File: src/rtl/regx_arb.sv
// regx_arb: two-requester arbiter for the regx register window (FF80h-FFFFh).
// The CPU xdata port and the I2C/SSE slave port compete for one register-file
// access port. Round-robin on ties; each access is a registered CMD strobe
// followed by an ack (write: CMD, DONE; read: CMD, DATA, DONE).
//
// Ports
//   clk, rrst               : clock, synchronous active-high reset
//   m_req/m_wr/m_addr/m_wdat: CPU request (only REGX_BASE window accepted)
//   m_ack, m_rdat           : CPU one-cycle ack, held read data
//   s_req/s_wr/s_addr/s_wdat: slave request (s_addr is a window offset)
//   s_ack, s_rdat           : slave one-cycle ack, held read data
//   regx_r/regx_w           : register-file read command / write strobe
//   regx_addr/regx_wdat     : offset / write data, valid in the command cycle
//   regx_rdat               : register-file read data, one cycle after regx_r
//   xb_idle                 : high while the arbiter is idle
module regx_arb #(
  parameter logic [8:0] REGX_BASE = 9'h1FF
) (
  input  logic       clk,
  input  logic       rrst,
  input  logic       m_req,
  input  logic       m_wr,
  input  logic [15:0] m_addr,
  input  logic [7:0] m_wdat,
  output logic       m_ack,
  output logic [7:0] m_rdat,
  input  logic       s_req,
  input  logic       s_wr,
  input  logic [6:0] s_addr,
  input  logic [7:0] s_wdat,
  output logic       s_ack,
  output logic [7:0] s_rdat,
  output logic       regx_r,
  output logic       regx_w,
  output logic [6:0] regx_addr,
  output logic [7:0] regx_wdat,
  input  logic [7:0] regx_rdat,
  output logic       xb_idle
);

  typedef enum logic [1:0] {IDLE, CMD, DATA, DONE} state_t;

  state_t     state;
  logic       gnt_s;    // current winner: 1 = slave, 0 = CPU
  logic       lat_wr;   // latched direction of the current access
  logic       last_s;   // last grant went to the slave

  logic       m_vld;
  logic       pick_s;
  logic       sel_wr;
  logic [6:0] sel_addr;
  logic [7:0] sel_wdat;

  // CPU accesses outside the window are not ours; they are never acked.
  assign m_vld = m_req && (m_addr[15:7] == REGX_BASE);

  // Slave wins when alone, or on a tie when the CPU had the last grant.
  always_comb begin
    pick_s   = s_req && (!m_vld || !last_s);
    sel_wr   = pick_s ? s_wr   : m_wr;
    sel_addr = pick_s ? s_addr : m_addr[6:0];
    sel_wdat = pick_s ? s_wdat : m_wdat;
  end

  // Outputs are loaded on the transition into the state that shows them, so
  // every strobe, ack and xb_idle is a flop aligned with its state.
  always_ff @(posedge clk) begin
    if (rrst) begin
      state     <= IDLE;
      gnt_s     <= 1'b0;
      lat_wr    <= 1'b0;
      last_s    <= 1'b1;
      m_ack     <= 1'b0;
      s_ack     <= 1'b0;
      m_rdat    <= 8'h00;
      s_rdat    <= 8'h00;
      regx_r    <= 1'b0;
      regx_w    <= 1'b0;
      regx_addr <= 7'h00;
      regx_wdat <= 8'h00;
      xb_idle   <= 1'b1;
    end else begin
      case (state)
        IDLE: begin
          if (m_vld || s_req) begin
            gnt_s     <= pick_s;
            last_s    <= pick_s;
            lat_wr    <= sel_wr;
            regx_r    <= !sel_wr;
            regx_w    <= sel_wr;
            regx_addr <= sel_addr;
            regx_wdat <= sel_wdat;
            xb_idle   <= 1'b0;
            state     <= CMD;
          end
        end
        CMD: begin
          regx_r    <= 1'b0;
          regx_w    <= 1'b0;
          regx_addr <= 7'h00;
          regx_wdat <= 8'h00;
          if (lat_wr) begin
            m_ack <= !gnt_s;
            s_ack <= gnt_s;
            state <= DONE;
          end else begin
            state <= DATA;
          end
        end
        DATA: begin
          // regx_rdat answers the previous cycle's read command.
          if (gnt_s) s_rdat <= regx_rdat;
          else       m_rdat <= regx_rdat;
          m_ack <= !gnt_s;
          s_ack <= gnt_s;
          state <= DONE;
        end
        DONE: begin
          m_ack   <= 1'b0;
          s_ack   <= 1'b0;
          xb_idle <= 1'b1;
          state   <= IDLE;
        end
        default: begin
          state   <= IDLE;
          xb_idle <= 1'b1;
        end
      endcase
    end
  end

endmodule

File: config.mk
export PLATFORM = sky130hd
export DESIGN_NAME = regx_arb
export DESIGN_NICKNAME = d
export VERILOG_FILES = /design/src/rtl/regx_arb.sv
export SDC_FILE = /design/constraint.sdc
export NUM_CORES = 1
export LEC_CHECK = 0
export CORE_AREA = 2 2 71 73
export DETAILED_ROUTE_END_ITERATION = 10
export DIE_AREA = 0 0 73 75
export GPL_TIMING_DRIVEN = 0
export PLACE_DENSITY = 0.8
export REMOVE_ABC_BUFFERS = 1
export SETUP_SLACK_MARGIN = 0.15
export SLEW_MARGIN = 10
export SYNTH_ARGS = -nofsm -noshare
export SYNTH_HDL_FRONTEND = slang
export SYNTH_SLANG_ARGS = --single-unit
File: constraint.sdc
create_clock -name clk -period 2.2 [get_ports clk]
set_clock_uncertainty 0.2 [all_clocks]
set_input_delay 0.44 -clock clk [delete_from_list [all_inputs] [get_ports clk]]
set_output_delay 0.44 -clock clk [all_outputs]
set_load 0.01 [all_outputs]
; Word-level counts from Yosys, hierarchy flattened
; Cells that the tools add are included.
[word_totals]
output_inout_bits = 36
wordCells = 58
register_bits = 41
inputBits = 53
[op_classes]
reduce_logical = 18
bitwise = 1
eq_ne = 6
n_mux = 20
[ops]
columns = op, n
row1 = 8-bit 2-to-1 mux, 2
row2 = 8-bit case mux with 2 select lines, 1
row3 = 7-bit 2-to-1 mux, 2
row4 = 7-bit case mux with 2 select lines, 1
row5 = 2-bit AND reduction, 6
row6 = 9-bit equality test (second input constant), 1
row7 = 2-bit case mux with 4 select lines, 1
row8 = 1-bit 2-to-1 mux, 7
row9 = 1-bit case mux with 2 select lines, 3
row10 = 1-bit case mux with 3 select lines, 2
row11 = 2-bit equality test (second input constant), 2
row12 = 1-bit zero test, 4
row13 = 2-bit != test (second input constant), 2
row14 = 2-bit nonzero test, 2
row15 = 3-bit nonzero test, 1
row16 = 2-bit by 1-bit equality test with 1-bit output (second input constant), 1
row17 = 1-bit logical AND, 2
row18 = 2-bit zero test, 1
row19 = 1-bit logical OR, 2
row20 = 2-bit 2-to-1 mux, 1
row21 = 1-bit inverter, 1

; Depth between registers and ports, before layout
; Gate-level depths: netlist of the first run.
[depth]
word_depth = 9
ltp_mapped = 7
mapped_depth_nobuf = 6

; Worst setup path before layout of the first run
; OpenSTA, ideal clock, no wires.
[synth_path]
path_kind = register to register
from = register state[0]
to = register regx_addr[0]
arrival_ns = 1.736
setup_ns = 0.071
setup_slack_ns = 0.193
synth_period_minus_slack_ns = 2.007
path_buffers = 1
required_time_ns = 1.929
stages_incl_launch_ff = 8
path_cell_list = dfxtp_1 > inv_1 > ha_1 > inv_2 > o41ai_2 > nand2_1 > clkbuf_1 > o2bb2ai_1
[synth_between]
elab_chain_len = 3
word_cells_on_any_way = 6
cone_classes = eq/ne (2) / mux (1) / reduce/logical (3)
[synth_lines]
columns = element, line_no
row1 = start: declaration, 43  ; state_t state;
row2 = start signal: assignment, 69  ; state <= IDLE;
row3 = start signal: assignment, 94  ; state <= CMD;
row4 = start signal: assignment, 105  ; state <= DONE;
row5 = 2-bit by 1-bit equality test with 1-bit output or 2-bit zero test (tied branches), 83  ; case (state)
row6 = 2-bit nonzero test (no line) or 2-bit != test (tied branches), n/a
row7 = 2-bit AND reduction (no line), n/a
row8 = end signal: assignment, 91  ; regx_addr <= sel_addr;
row9 = end: declaration, 35  ; output logic [6:0] regx_addr,
; Several ways; a longest one is shown, not always the timed one.
; A chain may end at the register's enable or synchronous reset.

; Final worst setup path of the first run
[layout_path]
from = input port m_addr[14]
to = register regx_wdat[2]
[layout_between]
elab_chain_len = 8
word_cells_on_any_way = 11
cone_classes = eq/ne (2) / mux (3) / reduce/logical (6)
[layout_lines]
columns = element, line_no
row1 = start: declaration, 23  ; input logic [15:0] m_addr,
row2 = 9-bit equality test (*), 55  ; assign m_vld = m_req && (m_addr[15:7] == REGX_BASE);
row3 = 1-bit logical AND (*), 55
row4 = 1-bit zero test, 59  ; pick_s = s_req && (!m_vld || !last_s);
row5 = 1-bit logical OR, 59
row6 = 1-bit logical AND, 59
row7 = 8-bit 2-to-1 mux, 62  ; sel_wdat = pick_s ? s_wdat : m_wdat;
row8 = 8-bit 2-to-1 mux, 85  ; if (m_vld || s_req) begin
row9 = 8-bit case mux with 2 select lines, 83
row10 = end signal: assignment, 92  ; regx_wdat <= sel_wdat;
row11 = end: declaration, 36  ; output logic [7:0] regx_wdat,
; Mark *: on every way between the ends. The rest lies on a longest branch, timed or not. The select of a mux whose other input is x is not followed.

==> key figures, run 1 <==
Outcome
  • Status: completed

Pwr
  • PwrDens: 845 nW/um2
  • VDD IR max: 0.423 mV
  • Design Power: 2.47 mW
  • Pleak: ~1.2 nW

Critical path
  • Crit path buf inv count: 2
  • Worst Setup End Kind: register
  • CP Class: in -> reg
  • Slowest cell on the critical path: a311o_2
  • Kind of start point of the critical path: input pin
  • CP top delay family: compound AO/OA/AOI/OAI gates
  • CP max FO: 17
  • CP peak stage delay: around 0.45 ns
  • Req. time, crit path: 2.22 ns
  • CP Cell Sequence: clkdlybuf4s50_1 -> and4_1 -> a311o_2 -> a21oi_4 -> buf_12 -> o2bb2ai_1
  • Critical Path AT: 2.02 ns

Finish
  • Commonest non-fill, non-tap cell in the layout: clkdlybuf4s50_1
  • Fin nets: 333
  • Ant diodes: 0
  • Final core utilization: 0.627
  • Syn-to-layout area delta: 66.6%
  • Commonest non-fill, non-tap cells in the layout: clkdlybuf4s50_1, dfxtp_1, nand2_1
  • Post-Layout Inst Area: 2920 um2
  • Fraction of layout cells with a size suffix above 1: 0.112
  • Post-Layout Cell Count: 330

Timing
  • Worst-margin pin slew: 0.956 ns
  • Setup_tns: 0 ns
  • Final hold slack: roughly 0.25 ns
  • Setup ws final: approximately 0.20 ns
  • Count of pins over their slew limit: 0
  • Hold Violations, Final: 0
  • RSZ-0062 raised after global routing: no
  • F_max: roughly 500 MHz
  • Relative slew slack: 0.362
  • # setup viols final: 0
  • Final worst-path cycle share: 0.911
  • Tmin final: 2.00 ns

Synth
  • Cells after synthesis: 182
  • Post-synthesis average cell area: 9.63 um2
  • Synth area leader: dfxtp_1
  • Synth top area cells: dfxtp_1, mux2i_1, o2bb2ai_1, nand2_1, a21oi_1
  • Part of the Yosys area used for sequential elements: 0.468
  • Share of the synthesized area in the top cell type: 0.468
  • Yosys reg bits: between 40 and 50
  • Synth Warn #: 0
  • Unique cell type count in the Yosys netlist: 32
  • Mapped Area: roughly 1800 um2

Route
  • Vias/cell: 5.07
  • DRT iter0 DRCs: 56
  • Via count: 1674
  • Post-route DRC: 0
  • Post-DRT Antenna Nets: 0
  • Wire per inst: 13.8 um
  • Drt first pass iters: 4
  • Drt total wl: between 4 and 5 mm

Global routing
  • Initial antenna violation count: 0
  • Largest net degree at the start of global routing: 27
  • Gr ovfl total: 0
  • First-pass GRT wire length: 7.45 mm
  • Vias in the first global route: roughly 1600
  • All-Layer GR Usage: 0.174

Placed design
  • DPL Wire Length: 3.20 mm
  • Placed Area: 2660 um2
  • IO buf count: 88
  • Cell count after placement: 314
  • GPL Wtd Cong: 0.759
  • Dpl ws: -1.02 ns

Clocking
  • CTS tree: done
  • Num Clock Sinks: 41
  • TritonCTS buffer count: 5
  • CTS H-tree depth: 2
  • Clock-pin slew on the worst setup and hold paths: ~0.080 ns
  • Clock root buffer: clkbuf_8
  • CTS max path bufs: 2
  • Clock Latency Late Sink: between 0.2 and 0.3 ns

Floorplanning
  • Die H: roughly 75 um
  • Ports: 89
  • Rows: 25
  • Die area: ~5500 um2
  • Die Width: ~73 um
  • Core Region: 4660 um2
  • Initial Util: 0.376

Hold path
  • Worst min path class: reg -> reg

Run
  • Max Cap Viol: 0
-- power by group --
part           leakage [nW]  internal (mW)  switching [mW]
combinational         0.778          0.512           0.460
sequential            0.334          0.873          0.0939
clock                0.0542          0.283           0.246
-- path summary, 6_finish.rpt --
| path | startpoint | endpoint | slack (ns) | cells after the start |
|---|---|---|---|---|
| min reg2reg | m_rdat[3] | m_rdat[3] | 0.25 | 2 |
| min | m_rdat[3] | m_rdat[3] | 0.25 | 2 |
| max | m_addr[14] | regx_wdat[2] | 0.20 | 6 |
| max reg2reg | state[1] | regx_wdat[2] | 0.25 | 7 |
-- area by class of cell --
type	instances	area, um2
clock inverter	1	5.00
sequential	41	821
fill	390	1740
multi-input combinational	125	917
tap	54	67.6
timing repair buffer	96	991
clock buffer	7	96.3
inverter	6	22.5
-- flip-flops by register name, summed over array words and instances (netlist names), 2 cells and up --
| signal | cells |
|---|---|
| regx_wdat | 8 |
| regx_addr | 7 |
| s_rdat | 8 |
| state | 2 |
| m_rdat | 8 |
-- tightest hold or removal path, delay by kind of cell, from the launching register on --
| kind | cells | cell delay [ns] |
|---|---|---|
| AOI/OAI and AO/OA | 1 | 0.05 |
| DFF | 1 | 0.31 |
| and+or+nand+nor | 1 | 0.05 |
-- cell usage after synthesis --
cell type   n
o2bb2ai_1  16
nor2b_1     2
a32o_2      1
nand2_1    28
ha_1        5
o21ai_0     1
buf_6       1
o41ai_4     1
and2_2      1
dfxtp_1    41
clkbuf_1    6
o21ai_1     1
nor2_1      8
a21oi_1    19
nand3_1     8
inv_1       4
a211o_1     1
o41ai_2     1
mux2i_1    19
inv_2       2
nand4_2     1
buf_1       2
a21oi_2     1
and4_1      2
buf_2       1
a41oi_1     1
a311o_1     1
or2_2       1
a211oi_1    2
a221oi_1    1
nand2b_1    1
nand4_1     2
-- timing repair --
item                                    in CTS  in global routing
gates resized for setup                      9                 12
pin swaps                                    6                  1
setup buffers                                6                  1
hold buffers                                 0                  0
cloned                                       0                  1
endpoints found under the setup margin      18                 24
-- layer usage --
metal,global-route usage,wire length [um],vias up
li1,-,-,837
met1,0.200,1910,750
met2,0.285,2050,80
met3,0.0830,522,7
met4,0.0617,65,0
met5,0,0,-
-- cells by family (layout without fill, tap and decap cells) --
logic type | count (synthesis) | after routing | share of synthesized area
and+or+nand+nor | 54 | 54 | 0.143
buffers and inverters | 16 | 110 | 0.0393
muxes | 19 | 19 | 0.108
AOI/OAI and AO/OA | 47 | 47 | 0.206
DFF | 41 | 41 | 0.468
adders and majority gates | 5 | 5 | 0.0357
Note: power is estimated with default switching activity, not from simulation.
==> run 2, diff against run 1 <==
--- a/config.mk
+++ b/config.mk
@@ -5,11 +5,11 @@
 export SDC_FILE = /design/constraint.sdc
 export NUM_CORES = 1
 export LEC_CHECK = 0
-export CORE_AREA = 2 2 71 73
+export CORE_AREA = 2 2 73 75
 export DETAILED_ROUTE_END_ITERATION = 10
-export DIE_AREA = 0 0 73 75
+export DIE_AREA = 0 0 75 77
 export GPL_TIMING_DRIVEN = 0
-export PLACE_DENSITY = 0.8
+export PLACE_DENSITY = 0.79
 export REMOVE_ABC_BUFFERS = 1
 export SETUP_SLACK_MARGIN = 0.15
 export SLEW_MARGIN = 10
==> constraint.sdc (replaced) <==
create_clock -name clk -period 1.71 [get_ports clk]
set_clock_uncertainty 0.2 [all_clocks]
set_input_delay 0.342 -clock clk [delete_from_list [all_inputs] [get_ports clk]]
set_output_delay 0.342 -clock clk [all_outputs]
set_load 0.01 [all_outputs]
==> run 2 against run 1 <==
Effect of this change: the run now ends with negative setup slack left; sequential share of layout area shrank 0.79 points; global-route usage shrank 0.95 points; final area grew 3.5%; non-clock buffer count grew 13.
==> key figures, run 2 (same netlist as run 1, synthesis figures left out) <==
Finish
  • Commonest non-fill, non-tap cells in the layout: dlygate4sd2_1, clkdlybuf4s50_1, dfxtp_1
  • Fraction of layout cells with a size suffix above 1: 0.191
  • Top flop regs: m_rdat (8), regx_wdat (8), s_rdat (8)
  • Post-Layout Cell Count: between 300 and 400
  • Post-Layout Inst Area: 3020 um2
  • Fin nets: 346
  • Ant diodes: 0
  • Syn-to-layout area delta: 72.4%
  • Commonest non-fill, non-tap cell in the layout: dlygate4sd2_1
  • Fill count: 438

Pwr
  • VDD IR max: 0.499 mV
  • Seq pwr share: 0.369
  • Design Power: 3.36 mW
  • Pleak: 1.34 nW
  • Clock share of power: 0.187
  • Comb pwr share: 0.445
  • Net Switching: 1.11 mW
  • P_int: 2.25 mW
  • Net Sw Frac: 0.331
  • PwrDens: 1110 nW/um2

Timing
  • Count of pins over their slew limit: 0
  • Setup ws final: -0.0903 ns
  • F_max: 555 MHz
  • RSZ-0062 raised after global routing: yes
  • Final worst-path cycle share: 1.05
  • # setup viols final: 19
  • Tmin final: approximately 1.8 ns
  • Relative slew slack: 0.637
  • Hold Violations, Final: 0
  • Final hold slack: 0.250 ns
  • Worst-margin pin slew: 0.545 ns

Global routing
  • Vias in the first global route: 1655
  • Initial antenna violation count: 0
  • Largest net degree at the start of global routing: 27
  • All-Layer GR Usage: 0.165
  • First-pass GRT wire length: about 7.5 mm
  • Gr ovfl total: 0

Critical path
  • CP max FO: 16
  • Kind of start point of the critical path: register
  • Critical Path AT: 1.83 ns
  • Worst Setup End Kind: register
  • CP Class: reg -> reg
  • Req. time, crit path: 1.74 ns

Floorplanning
  • Initial Util: 0.352
  • Rows: 26
  • Ports: 89
  • Die H: 77 um
  • Die area: 5780 um2
  • Core Region: 4980 um2
  • Die Width: 75 um

Route
  • DRT iter0 DRCs: 40
  • Length of routed met2 wiring: 2.10 mm
  • Top Layer Used: met4
  • Wire per inst: 12.9 um
  • Post-route DRC: 0
  • Metal-1 WL: 1.90 mm
  • Metal3 WL: approximately 550 um
  • Via count: ~1800
  • Drt first pass iters: 4
  • Vias/cell: just under 5
  • Post-DRT Antenna Nets: 0
  • Drt total wl: 4.63 mm

Placed design
  • DPL Wire Length: 3.17 mm
  • GPL Wtd Cong: between 0.7 and 0.8
  • IO buf count: 88
  • Placed Area: 2680 um2
  • Cell count after placement: 330

Clocking
  • Clock-pin slew on the worst setup and hold paths: 0.07 ns
  • Num Clock Sinks: 41
  • TritonCTS buffer count: 5
  • CTS tree: done
  • CTS max path bufs: 2
  • Clock Latency Late Sink: just under 0.3 ns
  • CTS H-tree depth: 2
  • Clock root buffer: clkbuf_8

Outcome
  • Status: finished, violations left
  • Failing checks: negative setup slack

Run
  • Max Cap Viol: 0

Hold path
  • Worst min path class: reg -> reg
-- run 2: cell type report --
type,count,area (um2),area share
tap,70,87.6,0.0290
sequential,41,826,0.273
multi-input combinational,125,966,0.320
clock buffer,7,86.3,0.0286
timing repair buffer,109,1030,0.341
inverter,6,25.0,0.00828
-- run 2: metrics by stage --
step	worst slack [ns]	utilization	setup TNS, ns
after floorplan	-0.571	-	-7.17
after global placement	-1.37	0.537	-24.92
after detailed placement	-1.44	0.537	-26.45
after CTS	-0.0665	0.598	-1.00
after global routing	-0.164	0.607	-2.75
final	-0.0903	0.607	-1.36
-- run 2: layer usage --
metal | GRT usage | up-vias
met5 | 0 | -
met4 | 0.0571 | 0
met3 | 0.0841 | 8
met2 | 0.256 | 82
met1 | 0.192 | 796
li1 | - | 868
-- run 2: final timing paths --
| path | slack [ns] | cells past startpoint | startpoint | end |
|---|---|---|---|---|
| worst max-delay path | -0.09 | 8 | state[0] | regx_wdat[0] |
| worst min-delay path | 0.25 | 2 | m_rdat[6] | m_rdat[6] |
| worst max register to register | -0.09 | 8 | state[0] | regx_wdat[0] |
| worst min register to register | 0.25 | 2 | m_rdat[6] | m_rdat[6] |
-- run 2: power by group through the flow --
stage                     clock, mW  combinational (mW)  sequential, mW
after floorplan                   0               0.516            1.30
after global placement            0                1.08            1.25
after detailed placement          0                1.10            1.25
after CTS                     0.654                1.40            1.24
after global routing          0.685                1.62            1.26
final                         0.628                1.49            1.24
-- run 2: critical path: stages, from the launching register on --
cell       delay, ns
dfxtp_2         0.34
inv_2           0.08
ha_4            0.17
inv_4           0.03
buf_4           0.13
o41ai_4         0.38
nand2_2         0.11
buf_8           0.16
o2bb2ai_1       0.13
-- run 2: timing repair --
| item | CTS | global route |
|---|---|---|
| resized for setup | 77 | 8 |
| hold buffers | 0 | 0 |
| buffers inserted | 15 | 4 |
| pin swaps | 12 | 6 |
| endpoints found under the setup margin | 77 | 37 |
| cloned | 2 | 0 |
==> run 3, diff against run 2 <==
--- a/config.mk
+++ b/config.mk
@@ -5,11 +5,11 @@
 export SDC_FILE = /design/constraint.sdc
 export NUM_CORES = 1
 export LEC_CHECK = 0
-export CORE_AREA = 2 2 73 75
+export CORE_AREA = 2 2 53 104
 export DETAILED_ROUTE_END_ITERATION = 10
-export DIE_AREA = 0 0 75 77
+export DIE_AREA = 0 0 55 106
 export GPL_TIMING_DRIVEN = 0
-export PLACE_DENSITY = 0.79
+export PLACE_DENSITY = 0.78
 export REMOVE_ABC_BUFFERS = 1
 export SETUP_SLACK_MARGIN = 0.15
 export SLEW_MARGIN = 10
==> run 3 against run 2 <==
Effect of this change: the flow still finishes with violations (negative setup slack); clock-buffer cell count is 1 lower; wire length is 8.5% higher; sequential cell count stayed put; global-route usage is 2.6 points higher; first-iteration DRC count is 20% lower; sequential power hardly changed; total power is 8.3% higher; die area is 0.95% higher; non-clock buffer count is 1 lower; largest cell class unchanged; highest routed layer unchanged.
==> key figures, run 3 (same netlist as run 1, synthesis figures left out) <==
Global routing
  • All-Layer GR Usage: 0.191
  • Initial antenna violation count: 0
  • Largest net degree at the start of global routing: 27
  • First-pass GRT wire length: 8.20 mm
  • Vias in the first global route: 1793
  • Gr ovfl total: 0

Finish
  • Register area: 827 um2
  • Area occupied by multi-input gates: between 1000 and 1500 um2
  • Syn-to-layout area delta: 80.6%
  • Commonest non-fill, non-tap cell in the layout: dlygate4sd2_1
  • Ant diodes: 0
  • Commonest non-fill, non-tap cells in the layout: dlygate4sd2_1, clkdlybuf4s50_1, dfxtp_1
  • Fill count: 440
  • Fraction of layout cells with a size suffix above 1: 0.242
  • Top flop regs: m_rdat (8), regx_wdat (8), s_rdat (8)
  • Post-Layout Inst Area: 3170 um2
  • Final core utilization: 0.622
  • Fin nets: 346

Critical path
  • Req. time, crit path: 1.66 ns
  • Critical Path AT: ~1.8 ns
  • Worst Setup End Kind: register
  • CP Cell Sequence: inv_4 -> ha_4 -> inv_4 -> a311o_1 -> buf_4 -> buf_6 -> mux2i_1 -> nor2_1
  • Most frequent cell on the critical path: inv_4
  • Slowest cell on the critical path: dfxtp_4
  • CP max FO: 4
  • CP Class: reg -> reg
  • CP peak stage delay: 0.37 ns
  • CP top delay family: buffers and inverters
  • Crit path buf inv count: 4
  • Kind of start point of the critical path: register

Timing
  • Relative slew slack: 0.595
  • F_max: 553 MHz
  • Count of pins over their slew limit: 0
  • Hold Violations, Final: 0
  • Tmin final: between 1.5 and 2 ns
  • Final worst-path cycle share: 1.06
  • Worst-margin pin slew: 0.608 ns
  • Setup ws final: -0.0970 ns
  • RSZ-0062 raised after global routing: yes
  • # setup viols final: 19

Floorplanning
  • Core Region: around 5100 um2
  • Die Width: 55 um
  • Initial Util: 0.344
  • Rows: 37
  • Die H: approximately 110 um
  • Die area: 5830 um2
  • Ports: approximately 90

Pwr
  • VDD IR max: 0.932 mV
  • Design Power: 3.64 mW
  • PwrDens: 1150 nW/um2
  • Pleak: 1.40 nW

Route
  • Drt first pass iters: 4
  • Vias/cell: 5.14
  • Drt total wl: roughly 5.0 mm
  • Post-DRT Antenna Nets: 0
  • Post-route DRC: 0
  • DRT iter0 DRCs: 32
  • Wire per inst: 14.5 um
  • Via count: 1783

Run
  • Max Cap Viol: 0

Outcome
  • Status: finished, violations left
  • Failing checks: negative setup slack

Placed design
  • GPL Wtd Cong: 0.723
  • IO buf count: 88
  • DPL Wire Length: 3.38 mm
  • Placed Area: 2670 um2

Clocking
  • CTS tree: done
  • Hold_buf cts: 0
  • TritonCTS buffer count: 5
  • Num Clock Sinks: 41
  • Clock root buffer: clkbuf_8
  • CTS max path bufs: 2
  • Clock-pin slew on the worst setup and hold paths: about 0.090 ns
  • CTS H-tree depth: 2
  • Clock Latency Late Sink: a little under 0.3 ns

Hold path
  • Worst min path class: reg -> reg
## run 3: cell count changes in the layout (fill, tap and decap cells not counted), sizes merged
cell | previous run | this run
bufinv | 0 | 1
clkdlybuf4s15 | 3 | 5
clkbuf | 8 | 7
buf | 21 | 19
dlygate4sd2 | 43 | 42
clkinv | 0 | 1
nand2 | 28 | 29
## run 3: path summary, 6_finish.rpt
kind	endpoint	cells past startpoint	from	slack (ns)
hold / removal	s_rdat[3]	2	s_rdat[3]	0.25
hold reg to reg	s_rdat[3]	2	s_rdat[3]	0.25
setup / recovery	state[1]	8	state[1]	-0.1
setup reg to reg	state[1]	8	state[1]	-0.1
## run 3: routing by layer
metal  track usage  vias up  part of all wire
li1              -      867                 -
met1         0.180      850              0.35
met2         0.365       58              0.58
met3        0.0435        8             0.047
met4        0.0679        0             0.022
met5             0        -                 0
## run 3: final cells by class
type,instances,share of cell area
Tap cell,58,0.0229
Inverter,6,0.00870
Clock inverter,2,0.0123
Timing Repair Buffer,108,0.336
Multi-Input combinational cell,126,0.336
Sequential cell,41,0.261
Clock buffer,6,0.0229
## run 3: repair_timing
action                                  4_1_cts  5_1_grt
pin swaps                                    11        4
endpoints found under the setup margin       77       39
setup buffers                                14        3
gates resized for setup                     100        9
cloned                                        3        0
endpoints found under the hold margin         0        0
## run 3: worst reg2reg max path, delay by kind of cell, from the launching register on
family | cells | cell delay [ns]
AO/OA/AOI/OAI | 1 | 0.33
buffers and inverters | 4 | 0.39
adder cells (fa/ha/maj) | 1 | 0.16
multiplexers | 1 | 0.15
flip-flops | 1 | 0.37
AND/OR/NAND/NOR | 1 | 0.08
## run 3: where the power goes
part	switching, mW	internal (mW)
clock network	0.345	0.439
logic	0.763	0.835
registers	0.130	1.13
## run 3: per-stage QoR
stage               setup WS, ns  instances  hold slack (ns)  setup TNS (ns)
global placement           -1.42        318            0.241          -26.27
finish                   -0.0970        347            0.254           -1.13
CTS                      -0.0515        344            0.256          -0.365
detailed placement        -0.903        319            0.247          -21.65
global route              -0.178        347            0.268           -2.52
floorplan                 -0.571        172            0.211           -7.17
